**src/rtl/tt_bin_clock_pkg.sv**
```systemverilog
// Encodings shared by the binary-clock controller, the hours/minutes/seconds datapath and the bench.
package tt_bin_clock_pkg;

  typedef enum logic [1:0] {
    FIELD_NONE = 2'd0,
    FIELD_SEC  = 2'd1,
    FIELD_MIN  = 2'd2,
    FIELD_HOUR = 2'd3
  } field_e;

  typedef enum logic [1:0] {
    ST_RUN      = 2'd0,
    ST_SET_IDLE = 2'd1,
    ST_ISSUE    = 2'd2,
    ST_HOLD     = 2'd3
  } state_e;

  // Button vectors are ordered {hour, minute, seconds}; seconds wins ties.
  function automatic field_e pick_field(input logic [2:0] rise);
    if (rise[0]) return FIELD_SEC;
    if (rise[1]) return FIELD_MIN;
    if (rise[2]) return FIELD_HOUR;
    return FIELD_NONE;
  endfunction

endpackage

```
**src/rtl/tt_bin_clock_ctrl_if.sv**
```systemverilog
// Set-command channel from the controller to the time counters (valid/ready).
interface tt_bin_clock_ctrl_if;
  import tt_bin_clock_pkg::*;

  logic   valid;
  field_e field;
  logic   dir;
  logic   ready;

  modport master (output valid, output field, output dir, input ready);
  modport slave  (input valid, input field, input dir, output ready);

endinterface

```
**src/rtl/tt_bin_clock_debounce.sv**
```systemverilog
// Synchroniser plus debouncer for one asynchronous pin: a new level is accepted
// only after DEBOUNCE_CYCLES consecutive synchronised samples agree on it.
module tt_bin_clock_debounce #(
  parameter int unsigned SYNC_STAGES     = 2,
  parameter int unsigned DEBOUNCE_CYCLES = 3
) (
  input  logic clk_i,
  input  logic reset_ni,
  input  logic pin_i,
  output logic level_o
);

  localparam int unsigned CNT_W = $clog2(DEBOUNCE_CYCLES + 1);

  logic [SYNC_STAGES-1:0] sync_q;
  logic [CNT_W-1:0]       cnt_q, cnt_d;
  logic                   level_q, level_d;
  logic                   sample;

  assign sample  = sync_q[SYNC_STAGES-1];
  assign level_o = level_q;

  always_comb begin
    // NOTE: every variable gets a default before any branch, otherwise synthesis infers a latch.
    cnt_d   = '0;
    level_d = level_q;
    if (sample != level_q) begin
      if (cnt_q == CNT_W'(DEBOUNCE_CYCLES - 1)) level_d = sample;
      else                                       cnt_d   = cnt_q + CNT_W'(1);
    end
  end

  always_ff @(posedge clk_i or negedge reset_ni) begin
    if (!reset_ni) begin
      sync_q  <= '0;
      cnt_q   <= '0;
      level_q <= 1'b0;
    end else begin
      // NOTE: non-blocking so each stage takes its neighbour's pre-edge value; blocking would collapse the chain.
      sync_q  <= {sync_q[SYNC_STAGES-2:0], pin_i};
      cnt_q   <= cnt_d;
      level_q <= level_d;
    end
  end

endmodule

```
**src/rtl/tt_bin_clock_ctrl.sv**
```systemverilog
// Mode and set-sequence controller: 1 Hz prescaler in RUN, button-driven
// single-field inc/dec commands with auto-repeat in SET.
module tt_bin_clock_ctrl
  import tt_bin_clock_pkg::*;
#(
  parameter int unsigned CLK_HZ          = 100,
  parameter int unsigned SYNC_STAGES     = 2,
  parameter int unsigned DEBOUNCE_CYCLES = 3,
  parameter int unsigned REPEAT_DELAY    = 50,
  parameter int unsigned REPEAT_RATE     = 20
) (
  input  logic                       clk_i,
  input  logic                       reset_ni,
  input  logic                       time_set_i,
  input  logic                       id_switch_i,
  input  logic                       seconds_id_i,
  input  logic                       minute_id_i,
  input  logic                       hour_id_i,
  output logic                       tick_o,
  output logic                       running_o,
  tt_bin_clock_ctrl_if.master        cmd_if
);

  localparam int unsigned PRE_W   = $clog2(CLK_HZ);
  localparam int unsigned RPT_MAX = (REPEAT_DELAY > REPEAT_RATE) ? REPEAT_DELAY : REPEAT_RATE;
  localparam int unsigned RPT_W   = $clog2(RPT_MAX + 1);
  localparam logic [PRE_W-1:0] PRE_LAST = PRE_W'(CLK_HZ - 1);

  logic [4:0] pins, lvl;
  logic       ts_lvl, dir_lvl, held;
  logic [2:0] btn, btn_rise, btn_prev_q;

  state_e           state_q, state_d;
  logic [PRE_W-1:0] pre_q, pre_d;
  logic [RPT_W-1:0] rpt_q, rpt_d, rpt_last;
  logic             first_q, first_d;
  field_e           field_q, field_d;
  logic             dir_q, dir_d;

  assign pins = {hour_id_i, minute_id_i, seconds_id_i, id_switch_i, time_set_i};

  for (genvar i = 0; i < 5; i++) begin : g_in
    tt_bin_clock_debounce #(
      .SYNC_STAGES    (SYNC_STAGES),
      .DEBOUNCE_CYCLES(DEBOUNCE_CYCLES)
    ) u_deb (
      .clk_i   (clk_i),
      .reset_ni(reset_ni),
      .pin_i   (pins[i]),
      .level_o (lvl[i])
    );
  end

  assign ts_lvl   = lvl[0];
  assign dir_lvl  = lvl[1];
  assign btn      = lvl[4:2];
  assign btn_rise = btn & ~btn_prev_q;

  // The accept cycle counts as repeat cycle 0, so HOLD starts at 1 and leaves on period-1.
  assign rpt_last = first_q ? RPT_W'(REPEAT_DELAY - 1) : RPT_W'(REPEAT_RATE - 1);

  always_comb begin
    held = 1'b0;
    case (field_q)
      FIELD_SEC:  held = btn[0];
      FIELD_MIN:  held = btn[1];
      FIELD_HOUR: held = btn[2];
      default:    held = 1'b0;
    endcase
  end

  always_ff @(posedge clk_i or negedge reset_ni) begin
    if (!reset_ni) begin
      state_q    <= ST_RUN;
      pre_q      <= '0;
      rpt_q      <= '0;
      first_q    <= 1'b0;
      field_q    <= FIELD_NONE;
      dir_q      <= 1'b0;
      btn_prev_q <= '0;
    end else begin
      state_q    <= state_d;
      pre_q      <= pre_d;
      rpt_q      <= rpt_d;
      first_q    <= first_d;
      field_q    <= field_d;
      dir_q      <= dir_d;
      btn_prev_q <= btn;
    end
  end

  always_comb begin
    state_d = state_q;
    pre_d   = '0;
    rpt_d   = '0;
    first_d = first_q;
    field_d = field_q;
    dir_d   = dir_q;
    case (state_q)
      ST_RUN: begin
        pre_d = (pre_q == PRE_LAST) ? '0 : pre_q + PRE_W'(1);
        if (ts_lvl) state_d = ST_SET_IDLE;
      end
      ST_SET_IDLE: begin
        if (!ts_lvl) begin
          state_d = ST_RUN;
        end else if (|btn_rise) begin
          state_d = ST_ISSUE;
          field_d = pick_field(btn_rise);
          dir_d   = dir_lvl;
          first_d = 1'b1;
        end
      end
      ST_ISSUE: begin
        rpt_d = RPT_W'(1);
        // A pending command always completes, even if SET mode was left meanwhile.
        if (cmd_if.ready) state_d = ts_lvl ? ST_HOLD : ST_RUN;
      end
      ST_HOLD: begin
        rpt_d = rpt_q + RPT_W'(1);
        if (!ts_lvl) begin
          state_d = ST_RUN;
        end else if (!held) begin
          state_d = ST_SET_IDLE;
        end else if (rpt_q == rpt_last) begin
          state_d = ST_ISSUE;
          first_d = 1'b0;
        end
      end
      default: state_d = ST_RUN;
    endcase
  end

  always_comb begin
    running_o    = (state_q == ST_RUN);
    tick_o       = (state_q == ST_RUN) && (pre_q == PRE_LAST);
    cmd_if.valid = (state_q == ST_ISSUE);
    cmd_if.field = (state_q == ST_ISSUE) ? field_q : FIELD_NONE;
    cmd_if.dir   = (state_q == ST_ISSUE) && dir_q;
  end

endmodule

```
**src/flat_wrapper.sv**
```systemverilog
// flat-port wrapper written by rule: the top's interface ports become plain ports
module tt_bin_clock_ctrl_flat import tt_bin_clock_pkg::*;
#(
  parameter int unsigned CLK_HZ          = 100,
  parameter int unsigned SYNC_STAGES     = 2,
  parameter int unsigned DEBOUNCE_CYCLES = 3,
  parameter int unsigned REPEAT_DELAY    = 50,
  parameter int unsigned REPEAT_RATE     = 20
)
  (clk_i, reset_ni, time_set_i, id_switch_i, seconds_id_i, minute_id_i, hour_id_i, tick_o, running_o, cmd_if_valid, cmd_if_field, cmd_if_dir, cmd_if_ready);
  tt_bin_clock_ctrl_if cmd_if_i ();
  input  logic clk_i;
  input  logic reset_ni;
  input  logic time_set_i;
  input  logic id_switch_i;
  input  logic seconds_id_i;
  input  logic minute_id_i;
  input  logic hour_id_i;
  output logic tick_o;
  output logic running_o;
  output wire logic [$bits(cmd_if_i.valid)-1:0] cmd_if_valid;
  output wire logic [$bits(cmd_if_i.field)-1:0] cmd_if_field;
  output wire logic [$bits(cmd_if_i.dir)-1:0] cmd_if_dir;
  input wire logic [$bits(cmd_if_i.ready)-1:0] cmd_if_ready;
  assign cmd_if_valid = cmd_if_i.valid;
  assign cmd_if_field = cmd_if_i.field;
  assign cmd_if_dir = cmd_if_i.dir;
  assign cmd_if_i.ready = cmd_if_ready;
  tt_bin_clock_ctrl #(.CLK_HZ(CLK_HZ), .SYNC_STAGES(SYNC_STAGES), .DEBOUNCE_CYCLES(DEBOUNCE_CYCLES), .REPEAT_DELAY(REPEAT_DELAY), .REPEAT_RATE(REPEAT_RATE)) u_core (.clk_i(clk_i), .reset_ni(reset_ni), .time_set_i(time_set_i), .id_switch_i(id_switch_i), .seconds_id_i(seconds_id_i), .minute_id_i(minute_id_i), .hour_id_i(hour_id_i), .tick_o(tick_o), .running_o(running_o), .cmd_if(cmd_if_i));
endmodule
```
**config.mk**
```make
export PLATFORM = sky130hd
export DESIGN_NAME = tt_bin_clock_ctrl_flat
export DESIGN_NICKNAME = d
export VERILOG_FILES = /design/src/rtl/tt_bin_clock_pkg.sv /design/src/rtl/tt_bin_clock_ctrl_if.sv /design/src/rtl/tt_bin_clock_debounce.sv /design/src/rtl/tt_bin_clock_ctrl.sv /design/src/flat_wrapper.sv
export SDC_FILE = /design/constraint.sdc
export NUM_CORES = 1
export LEC_CHECK = 0
export CAP_MARGIN = 20
export CORE_MARGIN = 2
export CORE_UTILIZATION = 55
export DETAILED_ROUTE_END_ITERATION = 10
export GPL_ROUTABILITY_DRIVEN = 0
export PLACE_DENSITY = 0.81
export SYNTH_ARGS = -nofsm -noshare
export SYNTH_HDL_FRONTEND = slang
export SYNTH_SLANG_ARGS = --single-unit
```
**constraint.sdc**
```tcl
create_clock -name clk_i -period 1.4 [get_ports clk_i]
set_input_delay 0.35 -clock clk_i [delete_from_list [all_inputs] [get_ports clk_i]]
set_output_delay 0.35 -clock clk_i [all_outputs]
set_load 0.01 [all_outputs]
```
**Word level (Yosys, flattened, before mapping)**

Cells that the tools add are included.
Widths: inputs -> output; s select.

- Flip-flop bits (word level): 47
- Word-level logic and storage cells: 123
- Bits of input ports: 8

- Eq/ne operators: 27
- Bitwise logic cells: 2
- Add/sub/neg operators: 7
- Reduce and logical (&&, ||, !) cells: 13
- Mux-type cells: 52

Operators by type and width:

| kind | count |
|---|---|
| $mux 2 | 25 |
| $mux 1 | 20 |
| $eq 2x2->1 const B | 9 |
| $mux 7 | 2 |
| $pmux 6 s2 | 1 |
| $add 2x1->2 const B | 5 |
| $ne 2x1->1 const B | 5 |
| $reduce_and 2->1 | 5 |
| $pmux 2 s4 | 1 |
| $add 7x1->7 const B | 1 |
| $eq 7x7->1 const B | 1 |
| $add 6x1->6 const B | 1 |
| $eq 6x6->1 | 1 |
| $mux 6 | 1 |
| $reduce_and 6->1 | 1 |
| $ne 1x1->1 | 5 |
| $eq 2x1->1 const B | 2 |
| $ne 2x2->1 const B | 2 |
| $ne 4x4->1 const B | 1 |
| $reduce_and 4->1 | 1 |
| $and 3x3->3 | 1 |
| $ne 3x2->1 const B | 1 |
| $not 3->3 | 1 |
| $pmux 1 s3 | 1 |
| other kinds (6) | 7 |

**Depth between registers and ports, before layout**

- Depth after elaboration: 18
- Mapped depth: 5
- Depth with buffers taken out: 5

**Hierarchy**

Synthesis repeated with hierarchy kept, for this count alone.

- Cells, all modules: 153
- Area total of the unflattened synthesis: 1964.4 µm²

Modules (own cells, without submodules):

| module | area each (µm²) | instances | cells an instance | seq. area each (µm²) |
|---|---|---|---|---|
| tt_bin_clock_ctrl | 1088.5 | 1 | 103 | 550.5 |
| tt_bin_clock_debounce | 175.2 | 5 | 10 | 125.1 |

**Worst setup path after synthesis**

No wires, ideal clock.

- Kind: register to output
- Start point: reg u_core.pre_q[0]
- End point: out tick_o
- Setup slack: -59 ps
- Buffers on the path: 0
- Arrival time: 1109 ps
- Stages on the path, launching flop included: 5
- Cells stage by stage: dfrtp_1 -> ha_1 -> nor4bb_1 -> nand3b_1 -> nor3_1

- Cells in the longest elaborated chain, start to end: 2

Ends and longest elaborated chain:

| element | RTL line | text |
|---|---|---|
| start, declared | tt_bin_clock_ctrl.sv:34 | `logic [PRE_W-1:0] pre_q, pre_d;` |
| start signal, assigned | tt_bin_clock_ctrl.sv:83 | `pre_q <= pre_d;` |
| $eq 7x7->1 | tt_bin_clock_ctrl.sv:136 | `tick_o = (state_q == ST_RUN) && (pre_q == PRE_LAST);` |
| $logic_and 1x1->1 | tt_bin_clock_ctrl.sv:136 |  |
| end, declared | flat_wrapper.sv:19 | `output logic tick_o;` |

No other way between the ends.

**Final worst setup path**

Ends and elaborated chain as after synthesis.

==> impl_metrics.py <==
metrics = {
    "clocking": {
        "cts-root-buf": "clkbuf_4",
        "cts_buffer_depth": 2,
        "clock_latency_ns": 0.37,
        "clk_pin_slew_ns": 0.15,
        "cts_made_buffers": 5,
        "cts_tree": "yes",
        "h-tree-depth": 2,
        "cts.sinks": 47,
    },
    "global_route": {
        "use_met2_pct": 35.6,
        "gr-total-overflow": 0,
        "first_global_vias": 1310,
        "antenna_found_initial": 0,
        "met3_usage_pct": 5.25,
        "groute.usage.overall_pct": 19.5,
        "use_met1_pct": 21.8,
        "grt_start_max_net_pins": 35,
        "busiest_layer": "met2",
        "grt_pass1_wl_um": 5840,
    },
    "worst_hold_path": {
        "hp-class": "flop to flop",
    },
    "final_layout": {
        "diodes": 0,
        "num-nets-final": 205,
        "final_area_mm2": 0.00238,
        "finalCoreUtilization_pct": 71.9,
        "drive_above_1_share_pct": 29.6,
        "syn2layout_area_growth_pct": 27.3,
        "finalNonFillerCells": 242,
    },
    "synth": {
        "ys_ff_latch": 47,
        "synth_area_per_cell_um2": 12.3,
        "synth_edf_count": 0,
        "synth_cells": 152,
        "synth_warnings": 0,
        "syn_area_mm2": 0.00187,
        "async_flop_share_pct": 100,
        "synth_nets": 162,
        "synth_top_area_cell": "dfrtp_1",
        "synth-seq-area-share_pct": 62.9,
        "post_synth_main_area_contributors": "dfrtp_1 (63%), xnor2_1 (4.7%), nor2_1 (3.2%)",
        "yosys.cell_types.count": 39,
        "synth_ff_type": "dfrtp_1",
        "synth_top_area_share_pct": 62.9,
    },
    "timing": {
        "hold_viol_final": 0,
        "worst_slack_ns": -0.525,
        "clock.fmax_ghz": 0.520,
        "setup_tns_ns": -2.07,
        "finalSetupViolCount": 9,
        "tightest_slew_ns": 0.334,
        "grt_setup_unrepaired": "yes",
        "fin_crit_ns": 1.92,
        "relSlewSlack_pct": 77.7,
        "skew_ns": 0.0189,
        "post-route-period-util_pct": 137,
        "drv_slew": 0,
    },
    "worst_setup_path": {
        "cp-endpoint": "tick_o",
        "crit_required_ns": 1.05,
        "critPathLaunch": "u_core.pre_q[0]",
        "arrival_ns": 1.57,
        "worst-setup-path-type": "flop to output port",
        "critPathCaptureType": "output port",
        "rrSetupSlack_ns": -0.13,
        "startpoint_type": "flop",
        "rr_endpoint": "u_core.field_q[0]",
        "timing.rr.start": "u_core.state_q[1]",
        "cp_max_fo": 2,
        "r2r_cells": 5,
    },
    "power_and_ir_drop": {
        "power.total_mw": 4.35,
        "ir_drop_mv": 1.20,
        "power.density_mw_per_mm2": 1830,
        "power.leakage_nw": 1.07,
    },
    "drt": {
        "drt_iter0_drc": 51,
        "drc": 0,
        "avgViaCountPerCell": 5.29,
        "drt-total-wl_um": 3540,
        "via_count": 1280,
        "avgRoutedWirePerCell_um": 14.6,
        "postRouteAntennaNets": 0,
        "first_pass_iters": 4,
    },
    "outcome": {
        "violations": "negative setup slack",
        "status": "finished with violations",
    },
    "floorplanning": {
        "fp.dieW_um": 62.3,
        "die_h_um": 62.3,
        "core_mm2": 0.00331,
        "initial_core_util_pct": 56.5,
        "fp.dieArea_mm2": 0.00388,
        "rows": 21,
        "ios": 14,
    },
    "place": {
        "portBuffers": 13,
        "place_hpwl_um": 2350,
        "place_inst": 228,
        "placed_cell_area_mm2": 0.00221,
    },
    "flow_run": {
        "maxCapViolCount": 0,
    },
}
==> routing by layer <==
metal,vias up,routed length (um)
met5,-,0
li1,609,-
met3,8,135
met1,638,1390
met4,0,64
met2,25,1950
==> layout by cell type, fill, tap and decap left out, types with 2 or more instances in the layout <==
cell             Yosys  final
buf_6                0      9
a21oi_1              3      3
nor3b_1              4      4
o21ai_1              0      2
nand3_1              4      4
clkdlybuf4s50_1      0      6
and3_1               3      3
xnor2_1             10     10
buf_2                1      4
dfrtp_1             47     46
nor2b_1              8      7
and2_1               3      3
nor3_2               1      2
clkbuf_4             0      5
mux2_2               4      4
nor3_1               7      6
xor2_1               4      4
buf_4                0     18
nand2_1              5      4
nand3b_1             2      2
inv_1                4      4
nor2_1              16     15
==> synthesized netlist by cell type, drive strengths merged, types with 2 or more instances <==
cell type	instances
nor2	17
ha	2
a21oi	3
nand2	5
and3	3
nand3	4
xor2	4
nor2b	8
nor3	8
o32a	2
nand3b	2
clkbuf	2
inv	4
and2	4
xnor2	10
o21ai	3
dfrtp	47
mux2	5
nor3b	4
==> metrics by stage <==
step           setup WS [ns]  hold WS, ns
3_5_place_dp          -0.500        0.267
4_1_cts               -0.472        0.367
6_report              -0.525        0.365
2_1_floorplan         0.0152       0.0544
5_1_grt               -0.638        0.389
3_3_place_gp          -0.449        0.254
==> final cells by class <==
| cell class | instances | area, um2 |
|---|---|---|
| flip-flops and latches | 47 | 1180 |
| fillers | 244 | 930 |
| multi-input cells | 98 | 717 |
| repair buffers | 39 | 347 |
| well taps | 46 | 57.6 |
| clock buffers | 6 | 51.3 |
| clock inverters | 2 | 16.3 |
| inverters | 4 | 15.0 |
==> registers in the layout, summed over array words and instances, names as in the netlist <==
name and count:
u_core.g_in.u_deb.cnt_q 10, u_core.g_in.u_deb.sync_q 10, u_core.pre_q 7, u_core.rpt_q 6, u_core.g_in.u_deb.level_o 5, u_core.btn_prev_q 3
u_core.field_q 2, u_core.state_q 2, u_core.dir_q 1, u_core.first_q 1
==> how the worst min path moves through the flow <==
stage	depth (start not counted)	slack, ns	endpoint	from
finish	0	0.37	u_core.g_in[3].u_deb.sync_q[1]	u_core.g_in[3].u_deb.sync_q[0]
global route	0	0.39	u_core.g_in[3].u_deb.sync_q[1]	u_core.g_in[3].u_deb.sync_q[0]
CTS	0	0.37	u_core.g_in[3].u_deb.sync_q[1]	u_core.g_in[3].u_deb.sync_q[0]
detailed placement	1	0.27	u_core.g_in[0].u_deb.sync_q[0]	reset_ni
global placement	1	0.25	u_core.g_in[0].u_deb.sync_q[0]	reset_ni
floorplan	0	0.05	u_core.btn_prev_q[0]	reset_ni
==> where the power goes <==
group | internal, mW | leakage [nW] | total [mW] | switching, mW
combinational | 0.912 | 0.451 | 1.67 | 0.754
sequential | 1.74 | 0.589 | 2.01 | 0.271
clock | 0.248 | 0.0345 | 0.676 | 0.428
total | 2.90 | 1.07 | 4.35 | 1.45
==> critical path, stage by stage (launching register included) <==
cell      delay, ns
dfrtp_1        0.40
ha_2           0.18
nor4bb_4       0.18
nand3b_1       0.15
nor3_2         0.14
buf_2          0.16
==> kinds of logic (layout without fill, tap and decap cells) <==
| group | Yosys count | in the layout | synth area share [%] |
|---|---|---|---|
| compound gates | 15 | 15 | 5.82 |
| buf+inv | 7 | 51 | 1.47 |
| xor+xnor | 14 | 14 | 6.55 |
| fa+ha+maj | 2 | 2 | 1.34 |
| flops | 47 | 47 | 62.9 |
| mux | 6 | 6 | 3.75 |
| simple gates | 61 | 61 | 18.2 |
==> what timing repair did <==
action / 4_1_cts / 5_1_grt
buffers inserted: 2 / 3
pin swaps: 5 / 4
hold buffers: 1 / 0
setup endpoints to repair: 10 / 18
endpoints found under the hold margin: 13 / 0
gates resized for setup: 36 / 12
(Power assumes the default switching activity.)
